==> config.mk <==
export PLATFORM = sky130hd
export DESIGN_NAME = scx_sram_core
export DESIGN_NICKNAME = d
export VERILOG_FILES = /design/src/rtl/scx_pkg.sv /design/src/rtl/scx_sram_core_wait_cnt.sv /design/src/rtl/scx_sram_core.sv
export SDC_FILE = /design/constraint.sdc
export NUM_CORES = 1
export LEC_CHECK = 0
export ABC_AREA = 0
export BUFFER_PORTS_ARGS = -buffer_cell sky130_fd_sc_hd__buf_2
export CELL_PAD_IN_SITES_DETAIL_PLACEMENT = 0
export CELL_PAD_IN_SITES_GLOBAL_PLACEMENT = 2
export CORE_UTILIZATION = 33
export CTS_BUF_LIST = sky130_fd_sc_hd__clkbuf_4 sky130_fd_sc_hd__clkbuf_8
export DETAILED_ROUTE_END_ITERATION = 10
export GPL_TIMING_DRIVEN = 0
export PLACE_DENSITY = 0.94
export SETUP_SLACK_MARGIN = 0.15
export SYNTH_ARGS = -nofsm -noshare
export SYNTH_HDL_FRONTEND = slang
export SYNTH_SLANG_ARGS = --single-unit
==> constraint.sdc <==
create_clock -name CLK -period 4.05 [get_ports CLK]
set_input_delay 1.0125 -clock CLK [delete_from_list [all_inputs] [get_ports CLK]]
set_output_delay 1.0125 -clock CLK [all_outputs]
set_load 0.03 [all_outputs]
==> src/rtl/scx_pkg.sv <==
// Shared types and constants for the SCx slave-core stage behind the Core-B Lite wrapper.
package scx_pkg;

    localparam int unsigned SCX_DW  = 39;
    localparam int unsigned SCX_BEW = 4;
    localparam int unsigned WS_CW   = 4;
    localparam int unsigned TO_CW   = 10;

    typedef enum logic [2:0] {
        ST_IDLE     = 3'd0,
        ST_ARB      = 3'd1,
        ST_RDCAP    = 3'd2,
        ST_WS       = 3'd3,
        ST_RESP_ERR = 3'd4,
        ST_RESP_TO  = 3'd5
    } scx_state_t;

    localparam logic [1:0] FLT_NONE    = 2'd0;
    localparam logic [1:0] FLT_RANGE   = 2'd1;
    localparam logic [1:0] FLT_BE      = 2'd2;
    localparam logic [1:0] FLT_TIMEOUT = 2'd3;

    // Transfer-size and lane encodings agreed with the wrapper
    localparam logic [1:0] MMSZ_BYTE = 2'b00;
    localparam logic [1:0] MMSZ_HALF = 2'b01;
    localparam logic [1:0] MMSZ_WORD = 2'b10;

    localparam logic [SCX_BEW-1:0] BE_NONE    = 4'b0000;
    localparam logic [SCX_BEW-1:0] BE_HALF_LO = 4'b0011;
    localparam logic [SCX_BEW-1:0] BE_HALF_HI = 4'b1100;
    localparam logic [SCX_BEW-1:0] BE_WORD    = 4'b1111;

    typedef struct packed {
        logic                  wt;
        logic [SCX_BEW-1:0]    be;
        logic [SCX_DW-1:0]     wdt;
    } scx_cmd_t;

    function automatic logic [1:0] scx_fault_code(input logic addr_oob, input logic [SCX_BEW-1:0] be);
        logic [1:0] code;
        code = FLT_NONE;
        if (addr_oob) begin
            code = FLT_RANGE;
        end else if (be == BE_NONE) begin
            code = FLT_BE;
        end
        return code;
    endfunction

endpackage

==> src/rtl/scx_sram_core_wait_cnt.sv <==
// Loadable down-counter with zero flag that paces the wait-state phase.
module scx_wait_cnt
    import scx_pkg::*;
(
    input  logic             CLK,
    input  logic             nRST,
    input  logic             load,
    input  logic [WS_CW-1:0] load_val,
    input  logic             dec,
    output logic             zero
);

    logic [WS_CW-1:0] cnt_q;

    always_ff @(posedge CLK or negedge nRST) begin
        if (!nRST) begin
            cnt_q <= '0;
        end else if (load) begin
            cnt_q <= load_val;
        end else if (dec && (cnt_q != '0)) begin
            cnt_q <= cnt_q - WS_CW'(1);
        end
    end

    assign zero = (cnt_q == '0);

endmodule

==> src/rtl/scx_sram_core.sv <==
// SCx slave core: accepts wrapper requests, arbitrates for a shared single-port SRAM,
// and adds wait states, fault checking and a grant-timeout watchdog.
module scx_sram_core
    import scx_pkg::*;
#(
    parameter int unsigned AW       = 12,
    parameter int unsigned RD_WS    = 0,
    parameter int unsigned WR_WS    = 0,
    parameter int unsigned TO_LIMIT = 64
) (
    input  logic              CLK,
    input  logic              nRST,
    input  logic              SCx_REQ,
    input  logic              SCx_WT,
    input  logic [3:0]        SCx_BE,
    input  logic [31:0]       SCx_ADDR,
    input  logic [SCX_DW-1:0] SCx_WDT,
    output logic [SCX_DW-1:0] SCx_RDT,
    output logic              SCx_nWAIT,
    output logic              SCx_FAULT,
    output logic              SCx_TimeOut,
    output logic              MEM_REQ,
    input  logic              MEM_GNT,
    output logic              MEM_CSn,
    output logic              MEM_WEn,
    output logic [3:0]        MEM_BE,
    output logic [AW-1:0]     MEM_A,
    output logic [SCX_DW-1:0] MEM_D,
    input  logic [SCX_DW-1:0] MEM_Q
);

    localparam logic [TO_CW-1:0] TO_LAST = TO_CW'(TO_LIMIT - 1);
    // The read-capture cycle already counts as the first read wait cycle
    localparam logic [WS_CW-1:0] RD_LOAD = (RD_WS >= 2) ? WS_CW'(RD_WS - 2) : '0;
    localparam logic [WS_CW-1:0] WR_LOAD = (WR_WS >= 1) ? WS_CW'(WR_WS - 1) : '0;

    scx_state_t        state_q, state_d;
    scx_cmd_t          cmd_q;
    logic [AW-1:0]     addr_q;
    logic [TO_CW-1:0]  to_cnt_q, to_cnt_d;
    logic [SCX_DW-1:0] rdt_q;
    logic              accept;
    logic              bad_cmd;
    logic              ws_load, ws_dec, ws_zero;
    logic [WS_CW-1:0]  ws_load_val;
    logic              addr_lo_unused;

    assign bad_cmd        = (scx_fault_code(|SCx_ADDR[31:AW+2], SCx_BE) != FLT_NONE);
    assign addr_lo_unused = ^SCx_ADDR[1:0];

    always_ff @(posedge CLK or negedge nRST) begin
        if (!nRST) begin
            state_q  <= ST_IDLE;
            cmd_q    <= '0;
            addr_q   <= '0;
            to_cnt_q <= '0;
            rdt_q    <= '0;
        end else begin
            state_q  <= state_d;
            to_cnt_q <= to_cnt_d;
            if (accept) begin
                cmd_q.wt  <= SCx_WT;
                cmd_q.be  <= SCx_BE;
                cmd_q.wdt <= SCx_WDT;
                addr_q    <= SCx_ADDR[AW+1:2];
            end
            if (state_q == ST_RDCAP) begin
                rdt_q <= MEM_Q;
            end
        end
    end

    // Next-state and the strobes decoded from the current state and grant
    always_comb begin
        state_d     = state_q;
        to_cnt_d    = '0;
        accept      = 1'b0;
        ws_load     = 1'b0;
        ws_load_val = '0;
        ws_dec      = 1'b0;
        SCx_nWAIT   = 1'b1;
        SCx_FAULT   = 1'b0;
        SCx_TimeOut = 1'b0;
        MEM_REQ     = 1'b0;
        MEM_CSn     = 1'b1;
        MEM_WEn     = 1'b1;
        MEM_BE      = '0;

        case (state_q)
            ST_IDLE: begin
                if (SCx_REQ) begin
                    accept  = 1'b1;
                    state_d = bad_cmd ? ST_RESP_ERR : ST_ARB;
                end
            end
            ST_ARB: begin
                MEM_REQ   = 1'b1;
                SCx_nWAIT = 1'b0;
                if (MEM_GNT) begin
                    MEM_CSn = 1'b0;
                    MEM_WEn = ~cmd_q.wt;
                    MEM_BE  = cmd_q.wt ? cmd_q.be : '0;
                    if (cmd_q.wt) begin
                        // A strobed write is complete; only the post-write gap remains
                        SCx_nWAIT = 1'b1;
                        if (WR_WS == 0) begin
                            state_d = ST_IDLE;
                        end else begin
                            ws_load     = 1'b1;
                            ws_load_val = WR_LOAD;
                            state_d     = ST_WS;
                        end
                    end else begin
                        state_d = ST_RDCAP;
                    end
                end else if (to_cnt_q == TO_LAST) begin
                    state_d = ST_RESP_TO;
                end else begin
                    to_cnt_d = to_cnt_q + TO_CW'(1);
                end
            end
            ST_RDCAP: begin
                SCx_nWAIT = (RD_WS == 0);
                if (RD_WS >= 2) begin
                    ws_load     = 1'b1;
                    ws_load_val = RD_LOAD;
                    state_d     = ST_WS;
                end else begin
                    state_d = ST_IDLE;
                end
            end
            ST_WS: begin
                SCx_nWAIT = 1'b0;
                if (ws_zero) begin
                    state_d = ST_IDLE;
                end else begin
                    ws_dec = 1'b1;
                end
            end
            ST_RESP_ERR: begin
                SCx_FAULT = 1'b1;
                state_d   = ST_IDLE;
            end
            ST_RESP_TO: begin
                SCx_FAULT   = 1'b1;
                SCx_TimeOut = 1'b1;
                state_d     = ST_IDLE;
            end
            default: begin
                state_d = ST_IDLE;
            end
        endcase
    end

    scx_wait_cnt u_wait_cnt (
        .CLK      (CLK),
        .nRST     (nRST),
        .load     (ws_load),
        .load_val (ws_load_val),
        .dec      (ws_dec),
        .zero     (ws_zero)
    );

    assign SCx_RDT = rdt_q;
    assign MEM_A   = addr_q;
    assign MEM_D   = cmd_q.wdt;

endmodule

# Yosys cells after proc, flatten, opt, wreduce, memory -nomap -nowiden
# Index checks and enable logic that the tools add are counted.
word_totals:
  wordCells: 58
  out_inout_bits: 100
  reg_bits: 112
  in_bits: 119
op_classes:
  n_reduce_logical: 9
  muxes: 29
  eq_ne: 9
  n_bitwise: 1
  add_sub_neg: 2
op_table:
  columns: ["operator", "n"]
  rows:
  - ["2-to-1 mux 10 bit", 3]
  - ["OR reduction 18 bit", 1]
  - ["2-to-1 mux 3 bit", 5]
  - ["2-to-1 mux 1 bit", 13]
  - ["2-to-1 mux 4 bit", 3]
  - ["adder 10 x 1 -> 10 bit (second input constant)", 1]
  - ["equality test 10 x 6 -> 1 bit (second input constant)", 1]
  - ["case mux 3 bit (3 select lines)", 1]
  - ["zero test 4 bit", 2]
  - ["equality test 3 x 2 -> 1 bit (second input constant)", 2]
  - ["equality test 3 bit (second input constant)", 2]
  - ["2-to-1 mux 2 bit", 3]
  - ["nonzero test 4 bit", 1]
  - ["subtractor 4 x 1 -> 4 bit (second input constant)", 1]
  - ["equality test 3 x 1 -> 1 bit (second input constant)", 1]
  - ["zero test 3 bit", 1]
  - ["!= test 3 bit (second input constant)", 1]
  - ["AND reduction 3 bit", 1]
  - ["!= test 2 x 1 -> 1 bit (second input constant)", 1]
  - ["!= test 2 bit (second input constant)", 1]
  - ["case mux 1 bit (2 select lines)", 1]
  - ["nonzero test 2 bit", 1]
  - ["OR reduction 2 bit", 1]
  - ["logical AND 1 bit", 1]
  - ["inverter 1 bit", 1]

# Depth between registers and ports, before layout
# Gate-level depths: netlist of the first run.
depth:
  depth_word: 7
  mapped_depth: 6
  mapped_depth_nobuf: 6

# Modules after synthesis
# From an unflattened synthesis of the first run, not the netlist that was laid out.
hier_totals:
  hier_cells: 352
  hier_area_um2: 5034.8
modules_own_cells:
  columns: ["mod", "cells_each", "seq_area_each_um2", "instances", "area_per_inst_um2"]
  rows:
  - ["scx_sram_core", 325, 2702.6, 1, 4764.6]
  - ["scx_wait_cnt", 27, 100.1, 1, 270.3]

# Worst setup path before layout of the first run
# Ideal clock, no wire load.
synth_path:
  kind: "input to output"
  from: "input port MEM_GNT"
  to: "output port SCx_nWAIT"
  cell_stages: 3
  path_buffers: 0
  setup_slack_ps: 1376
  t_arrival_ps: 1661
  required_ps: 3038
  cell_sequence: "and3_1 -> inv_1 -> nand2_1"
synth_between:
  elab_chain_len: 2
synth_lines:
  columns: ["element", "line_no", "source"]
  rows:
  - ["start: declaration", "scx_sram_core.sv:23", "input logic MEM_GNT,"]
  - ["2-to-1 mux 1 bit", "scx_sram_core.sv:99", "if (MEM_GNT) begin"]
  - ["case mux 1 bit (2 select lines)", "scx_sram_core.sv:89", "case (state_q)"]
  - ["end: declaration", "scx_sram_core.sv:19", "output logic SCx_nWAIT,"]
# Every way passes these cells.

# Final worst setup path of the first run
layout_path:
  from: "register state_q[2]"
  to: "output port MEM_BE[1]"
layout_between:
  elab_chain_len: 2
layout_lines:
  columns: ["element", "line_no", "source"]
  rows:
  - ["start: declaration", "scx_sram_core.sv:37", "scx_state_t state_q, state_d;"]
  - ["start signal: assignment", "scx_sram_core.sv:59", "state_q <= state_d;"]
  - ["equality test 3 x 1 -> 1 bit", "scx_sram_core.sv:89", null]
  - ["2-to-1 mux 4 bit", "scx_sram_core.sv:89", null]
  - ["end: declaration", "scx_sram_core.sv:26", "output logic [3:0] MEM_BE,"]
# Every way passes these cells.

==> impl_metrics.toml, run 1 <==
[outcome]
outcome = "finished, final reports clean"

[yosys]
synth_edf_count = 0
synth_area_um2 = 4765
synth_area_leaders = "dfrtp_1, mux2_2, mux2_1"
yosys_warnings = 0
avgSynthCellArea_um2 = 14.10
synth_top_area_cell = "dfrtp_1"
async_flop_share_pct = 100.0
synthFlopType = "dfrtp_1"
synth.most_common_cell = "dfrtp_1"
ys_seq_elements = 112
yosysTopAreaCellShare_pct = 58.82
ys_seq_area_share_pct = 58.82
synth_nets = 459
synth.distinct_cells = 35
yosys-top-cells-count = "dfrtp_1, mux2_2, buf_4"
synthCells = 338

[detailed_routing]
wire_per_inst_um = 13.39
highest_layer = "met4"
antenna_left = 0
m1WireLength_mm = 4.164
first_pass_iters = 4
routed_wl_mm = 10.06
vias = 3289
wl_met2_mm = 5.021
route.met3.wl_um = 699
drt_iter0_drc = 57
routed_via_density = 4.379
drcViolationCount = 0

[cells_and_area]
final_nets = 687
layout-drive-gt1-share_pct = 62.17
diodes = 0
area_growth_syn_to_layout_pct = 31.59
fin_util_pct = 44.82

[power]
internal-power_mw = 1.664
power.share.switching_pct = 29.46
p_leak_nw = 3.311
p_seq_share_pct = 52.6
netSwitchingPower_mw = 0.6948
irDropWorstVdd_mv = 0.1627
p_comb_share_pct = 21.3
p_per_area_nw_per_um2 = 376.2
p_clk_share_pct = 26.0

[die]
start_util_pct = 34.06
num_rows = 43
die_w_um = 122.2
num_io_pins = 219
die_h_um = 122.2
core_area_um2 = 13990
die_area_um2 = 14920

[setup_path]
path_cells = "nor2_1, and2_1, and3_1, and2_1, buf_2"
cp-end-kind = "output pin"
reg2reg_from = "u_wait_cnt.cnt_q[0]"
slowest_delay_ps = 470
r2r_end = "state_q[0]"
crit_required_ps = 3040
worst_ep_arrival_time_ps = 1830
crit_slowest_cell = "dfrtp_1"
worst_path_most_repeated_cell = "and2_1"
critPathKind = "reg2out"
crit_fanout = 5
critPathLaunchType = "flop"
r2r_cells = 6
r2r_slack_ps = 2280

[sta]
rsz0062_at_grt = "no"
skew_ps = 14.58
setup_viol = 0
tns_ps = 0
relSlewSlack_pct = 38.23
fmax_mhz = 351.7
worst_slack_ps = 1207
hold_viol = 0
worstMarginPinSlew_ps = 926.6
min_period_ps = 2843
slew_viol_final = 0
period_share_pct = 70.20

[placement]
gp_congestion = 0.7123
dp.final_hpwl_mm = 7.763
place_ws_ps = 1315
portBuffers = 216

[global_route]
first_global_vias = 3244
grt_usage_pct = 13.77
overflow = 0
grt_antenna_before_repair = 0
grt_max_degree = 73
grt_first_pass_wirelength_mm = 15.65

[cts]
clk_pin_slew_worst_paths_ps = 110
clkLatencyLatePin_ps = 380
post_cts_buffers = 0
cts_tree = "done"
clockBufferDepth = 2
ctsResizeCount = 0
cts.sinks = 112
htree_levels = 3
postCtsHoldBufs = 0
cts_buffers = 9
cts_root_buf = "clkbuf_8"

[min_path]
hp-start = "cmd_q[40]"
holdPathStages = 1
min_to = "cmd_q[40]"
worstHoldPathType = "reg2reg"

[job]
max_cap_viol_count = 0
==> stage by stage <==
| stage | area, µm² | hold slack (ps) | total power, mW | cells |
|---|---|---|---|---|
| 3_5_place_dp | 6093 | 466.5 | 1.778 | 735 |
| 6_report | 6270 | 487.8 | 2.358 | 751 |
| 3_3_place_gp | 6071 | 462.3 | 1.760 | 734 |
| 2_1_floorplan | 4765 | 446.4 | 1.596 | 338 |
| 4_1_cts | 6270 | 491.9 | 2.410 | 751 |
| 5_1_grt | 6270 | 519.6 | 2.487 | 751 |
==> cell families after synthesis <==
logic type | Yosys count | share of synthesized area [%]
xor+xnor | 10 | 1.838
flops | 112 | 58.82
compound gates | 7 | 1.155
simple gates | 57 | 6.828
buf+inv | 55 | 8.377
fa+ha+maj | 2 | 0.5251
mux | 95 | 22.45
==> how the worst max path moves through the flow <==
stage                    start        end  slack [ps]  cells past startpoint
finish              state_q[2]  MEM_BE[1]        1210                      5
global route        state_q[2]  MEM_BE[3]        1090                      5
CTS                 state_q[2]  MEM_BE[1]        1160                      5
detailed placement     MEM_GNT  MEM_BE[1]        1320                      4
global placement          nRST   MEM_A[0]         680                      1
floorplan              MEM_GNT  SCx_nWAIT        1380                      3
==> flip-flops by register name, indices dropped and copies added, names as in the netlist <==
register	count
u_wait_cnt.cnt_q	4
state_q	3
to_cnt_q	10
MEM_A	12
MEM_D	39
cmd_q	5
SCx_RDT	39
==> cell type report <==
| cell class | count | area, µm² |
|---|---|---|
| fillers | 1342 | 7719 |
| flip-flops and latches | 112 | 2803 |
| multi-input cells | 171 | 1563 |
| repair buffers | 217 | 1104 |
| plain buffers | 50 | 380.4 |
| well taps | 180 | 225.2 |
| clock buffers | 10 | 131.4 |
| clock inverters | 6 | 45.04 |
| inverters | 5 | 18.77 |
==> worst max-delay path, delay by kind of cell (launching register included) <==
family | cells | cell delay (ps)
buffers and inverters | 1 | 200
flip-flops | 1 | 470
AND/OR/NAND/NOR | 4 | 790
==> per-layer routing <==
layer / vias to the layer above / global-route usage, %
met5: - / 0
met1: 1600 / 16.59
met2: 109 / 22.81
li1: 1569 / -
met3: 11 / 3.792
met4: 0 / 6.402
==> power by group through the flow <==
stage,registers (mW),clock network [mW],logic (mW)
6_report,1.24,0.614,0.503
5_1_grt,1.25,0.691,0.541
4_1_cts,1.24,0.654,0.513
3_5_place_dp,1.27,0,0.513
3_3_place_gp,1.26,0,0.500
2_1_floorplan,1.29,0,0.305
==> placed cells by master (no fill, tap or decap), types with 2 or more instances in the layout <==
| cell | netlist | routed |
|---|---|---|
| dfrtp_1 | 112 | 112 |
| xnor2_1 | 6 | 6 |
| mux2_1 | 29 | 29 |
| nor2_1 | 15 | 15 |
| o21ai_0 | 3 | 3 |
| nor4_1 | 5 | 5 |
| buf_2 | 4 | 219 |
| clkinv_4 | 0 | 3 |
| ha_1 | 2 | 2 |
| mux2_2 | 66 | 66 |
| buf_4 | 42 | 43 |
| xor2_1 | 4 | 4 |
| nand3_1 | 4 | 4 |
| nor3_1 | 2 | 2 |
| inv_1 | 5 | 5 |
| clkbuf_8 | 0 | 9 |
| nand2_1 | 11 | 11 |
| clkinv_2 | 0 | 2 |
| buf_6 | 4 | 4 |
| and2_1 | 6 | 6 |
No activity file was read; power rests on OpenSTA's default activity.
==> run 2, diff against run 1 <==
--- a/config.mk
+++ b/config.mk
@@ -9,11 +9,11 @@
 export BUFFER_PORTS_ARGS = -buffer_cell sky130_fd_sc_hd__buf_2
 export CELL_PAD_IN_SITES_DETAIL_PLACEMENT = 0
 export CELL_PAD_IN_SITES_GLOBAL_PLACEMENT = 2
-export CORE_UTILIZATION = 33
+export CORE_UTILIZATION = 30
 export CTS_BUF_LIST = sky130_fd_sc_hd__clkbuf_4 sky130_fd_sc_hd__clkbuf_8
 export DETAILED_ROUTE_END_ITERATION = 10
 export GPL_TIMING_DRIVEN = 0
-export PLACE_DENSITY = 0.94
+export PLACE_DENSITY = 0.87
 export SETUP_SLACK_MARGIN = 0.15
 export SYNTH_ARGS = -nofsm -noshare
 export SYNTH_HDL_FRONTEND = slang
==> constraint.sdc (replaced) <==
create_clock -name CLK -period 2.95 [get_ports CLK]
set_input_delay 0.7375 -clock CLK [delete_from_list [all_inputs] [get_ports CLK]]
set_output_delay 0.7375 -clock CLK [all_outputs]
set_load 0.03 [all_outputs]
==> impl_metrics.toml, run 2 (synthesis gave the netlist of run 1 again) <==
[outcome]
outcome = "finished, final reports clean"

[setup_path]
endpoint = "SCx_nWAIT"
path_buf_inv = 2
cp-end-kind = "output pin"
r2r_slack_ps = 1100
critPathLaunchType = "flop"
crit_required_ps = 2210
path_depth = 6
slowest_delay_ps = 470
crit_start = "state_q[2]"
worst_ep_arrival_time_ps = 1820
reg2reg_from = "u_wait_cnt.cnt_q[0]"
r2r_cells = 6
crit_family = "simple AND/OR/NAND/NOR gates"
crit_slowest_cell = "dfrtp_1"
crit_fanout = 5
critPathKind = "reg2out"
r2r_end = "state_q[0]"
path_cells = "nor2_1, and2_1, and3_1, inv_1, nand2_1, buf_2"

[min_path]
worstHoldPathType = "in2async"

[cells_and_area]
fillers = 1494
area_growth_syn_to_layout_pct = 33.64
mostFrequentLayoutCells = "buf_2, dfrtp_1, mux2_2"
final_nets = 687
multi_input_area_um2 = 1563
finalInstanceArea_um2 = 6367
layout_commonest_cell = "buf_2"
diodes = 0
seq_area_um2 = 2803
layout-drive-gt1-share_pct = 62.17

[global_route]
grt_antenna_before_repair = 0
first_global_vias = 3370
grt_max_degree = 59
grt_first_pass_wirelength_mm = 16.19
overflow = 0
grt_usage_pct = 12.63

[die]
die_area_um2 = 16390
num_rows = 45
core_area_um2 = 15370
die_w_um = 128.0
start_util_pct = 31.00
die_h_um = 128.0
num_io_pins = 219

[sta]
relSlewSlack_pct = 39.54
hold_viol = 0
skew_ps = 9.881
slew_viol_final = 0
min_period_ps = 2559
period_share_pct = 86.73
rsz0062_at_grt = "no"
setup_viol = 0
worst_slack_ps = 391.5
fmax_mhz = 390.9
worstMarginPinSlew_ps = 892.7

[detailed_routing]
antenna_left = 0
first_pass_iters = 4
routed_wl_mm = 9.991
routed_via_density = 4.185
vias = 3273
drcViolationCount = 0
wire_per_inst_um = 12.78
drt_iter0_drc = 71

[placement]
place_ws_ps = 758.1
placed_cell_area_um2 = 6140
portBuffers = 216
dp.final_hpwl_mm = 7.766
gp_congestion = 0.7230

[cts]
ctsResizeCount = 0
cts_buffers = 9
post_cts_buffers = 0
clk_pin_slew_worst_paths_ps = 110
cts.sinks = 112
postCtsHoldBufs = 0
htree_levels = 3
clkLatencyLatePin_ps = 380
cts_tree = "done"
clockBufferDepth = 2
cts_root_buf = "clkbuf_8"

[power]
total_power_mw = 3.429
p_per_area_nw_per_um2 = 538.5
irDropWorstVdd_mv = 0.2446
p_leak_nw = 3.333

[job]
max_cap_viol_count = 0
run 2: worst min-delay path by stage:
stage / to / slack [ps] / cells past startpoint
6_report: MEM_D[23] / 400 / 1
5_1_grt: MEM_D[23] / 430 / 1
4_1_cts: MEM_D[21] / 410 / 1
3_5_place_dp: state_q[1] / 460 / 1
3_3_place_gp: cmd_q[42] / 460 / 1
2_1_floorplan: MEM_A[0] / 440 / 0
run 2: area by class of cell:
type                    instances  area share (%)
plain buffers                  50           5.974
inverters                       5          0.2948
well taps                     211           4.146
clock inverters                 6           1.415
clock buffers                  10           2.162
repair buffers                217           17.45
flip-flops and latches        112           44.02
multi-input cells             171           24.54
run 2: report_power, final:
part	leakage (nW)	switching, mW	internal [mW]
combinational	1.78	0.379	0.315
clock	0.113	0.527	0.505
sequential	1.44	0.0543	1.65
total	3.33	0.961	2.47
run 2: routing by layer:
layer  share of wire [%]  track usage (%)  vias up  wire, µm
li1                    -                -     1570         -
met1                  44            15.88     1580      4359
met2                  48            20.65      112      4845
met3                 6.0            2.796       11       601
met4                 1.9            6.021        0       185
met5                   0                0        -         0
run 2: metrics by stage:
step                instances  setup TNS (ps)  hold WS (ps)  utilization, %
floorplan                 338               0         441.9               -
global placement          765          -16370         461.1           39.75
detailed placement        766               0         459.8           39.94
CTS                       782               0         408.3           41.42
global route              782               0         430.2           41.42
finish                    782               0         395.4           41.42
==> run 3, diff against run 2 <==
==> constraint.sdc (replaced) <==
create_clock -name CLK -period 2.78 [get_ports CLK]
set_input_delay 0.695 -clock CLK [delete_from_list [all_inputs] [get_ports CLK]]
set_output_delay 0.695 -clock CLK [all_outputs]
set_load 0.03 [all_outputs]
==> impl_metrics.toml, run 3 (synthesis gave the netlist of run 1 again) <==
[outcome]
outcome = "finished, final reports clean"

[cts]
clk_pin_slew_worst_paths_ps = 110
post_cts_buffers = 0
cts_tree = "done"
clkLatencyLatePin_ps = 380
cts_root_buf = "clkbuf_8"
clockBufferDepth = 2
cts_buffers = 9
htree_levels = 3
cts.sinks = 112
postCtsHoldBufs = 0
ctsResizeCount = 0

[power]
power.share.switching_pct = 28.03
internal-power_mw = 2.620
p_seq_share_pct = 49.6
irDropWorstVdd_mv = 0.2600
netSwitchingPower_mw = 1.020
p_per_area_nw_per_um2 = 571.2
p_clk_share_pct = 30.1
p_leak_nw = 3.331
p_comb_share_pct = 20.3

[cells_and_area]
area_growth_syn_to_layout_pct = 33.74
final_nets = 687
fillers = 1492
mostFrequentLayoutCells = "buf_2, dfrtp_1, mux2_2"
layout_commonest_cell = "buf_2"
fin_util_pct = 41.46
layout-drive-gt1-share_pct = 62.70
diodes = 0

[global_route]
grt_max_degree = 59
grt_first_pass_wirelength_mm = 16.19
grt_antenna_before_repair = 0
grt_usage_pct = 12.63
overflow = 0
first_global_vias = 3370

[die]
die_h_um = 128.0
core_area_um2 = 15370
start_util_pct = 31.00
num_io_pins = 219
die_w_um = 128.0
die_area_um2 = 16390
num_rows = 45

[sta]
slew_viol_final = 0
skew_ps = 9.682
hold_viol = 0
worstMarginPinSlew_ps = 882.2
period_share_pct = 88.78
relSlewSlack_pct = 40.26
setup_viol = 0
tns_ps = 0
rsz0062_at_grt = "no"
fmax_mhz = 405.2
min_period_ps = 2468

[detailed_routing]
antenna_left = 0
routed_via_density = 4.193
vias = 3279
drcViolationCount = 0
drt_iter0_drc = 72
wire_per_inst_um = 12.79
first_pass_iters = 4
routed_wl_mm = 10.00

[setup_path]
crit_required_ps = 2090
crit_start = "state_q[2]"
crit_fanout = 5
worst_ep_arrival_time_ps = 1770
reg2reg_from = "u_wait_cnt.cnt_q[0]"
critPathKind = "reg2out"
cp-end-kind = "output pin"
critPathLaunchType = "flop"

[job]
max_cap_viol_count = 0

[placement]
gp_congestion = 0.7230
portBuffers = 216
dp.final_hpwl_mm = 7.766

[min_path]
worstHoldPathType = "in2async"
[run 3: cell types whose count changed in the layout (fill, tap and decap cells not counted)]
cell,previous run,this run
nor2_2,0,1
dfrtp_1,112,110
nor2_1,15,14
dfrtp_2,0,2
[run 3: through the flow]
step           instance area (µm²)  total power [mW]  hold slack, ps  std cells  setup WS, ps
6_report                      6372             3.640           353.0        782         311.8
3_3_place_gp                  6110             2.566           461.1        765        -284.9
3_5_place_dp                  6140             2.591           459.8        766         658.6
4_1_cts                       6367             3.718           365.8        782         211.1
5_1_grt                       6372             3.835           387.7        782         177.1
2_1_floorplan                 4765             2.324           399.4        338         501.2
[run 3: power groups by stage]
stage	Combinational, mW	Sequential, mW	Clock (mW)
6_report	0.737	1.81	1.10
4_1_cts	0.751	1.81	1.16
2_1_floorplan	0.444	1.88	0
3_3_place_gp	0.732	1.83	0
5_1_grt	0.793	1.82	1.22
3_5_place_dp	0.749	1.84	0
[run 3: layout make-up]
class	count	area, µm²	area share (%)
clock inverters	6	90.09	1.414
multi-input cells	171	1565	24.56
plain buffers	50	380.4	5.969
well taps	211	264.0	4.143
repair buffers	217	1111	17.44
inverters	5	18.77	0.2945
flip-flops and latches	112	2805	44.02
clock buffers	10	137.6	2.160
[run 3: critical path: stages, from the launching register on]
cell     delay (ps)
dfrtp_2         470
nor2_2          150
and2_1          170
and3_1          240
inv_1           100
nand2_1          70
buf_2           190
[run 3: path summary, 6_finish.rpt]
kind                       depth (start not counted)  slack, ps         end
hold / removal                                     1        350   MEM_D[23]
min in group CLK                                   1        490   cmd_q[41]
setup reg to reg                                   6        940  state_q[0]
setup / recovery                                   6        310   SCx_nWAIT
max in group asynchronous                          2       1710  state_q[1]
hold reg to reg                                    1        490   cmd_q[41]
[run 3: layer usage]
metal  global-route usage (%)  vias up  part of all wire, %  wire length, µm
met5                        0        -                    0                0
met4                    6.021        0                  1.8              185
met3                    2.796       11                  6.0              601
met2                    20.65      112                   48             4848
met1                    15.88     1588                   44             4365
li1                         -     1568                    -                -
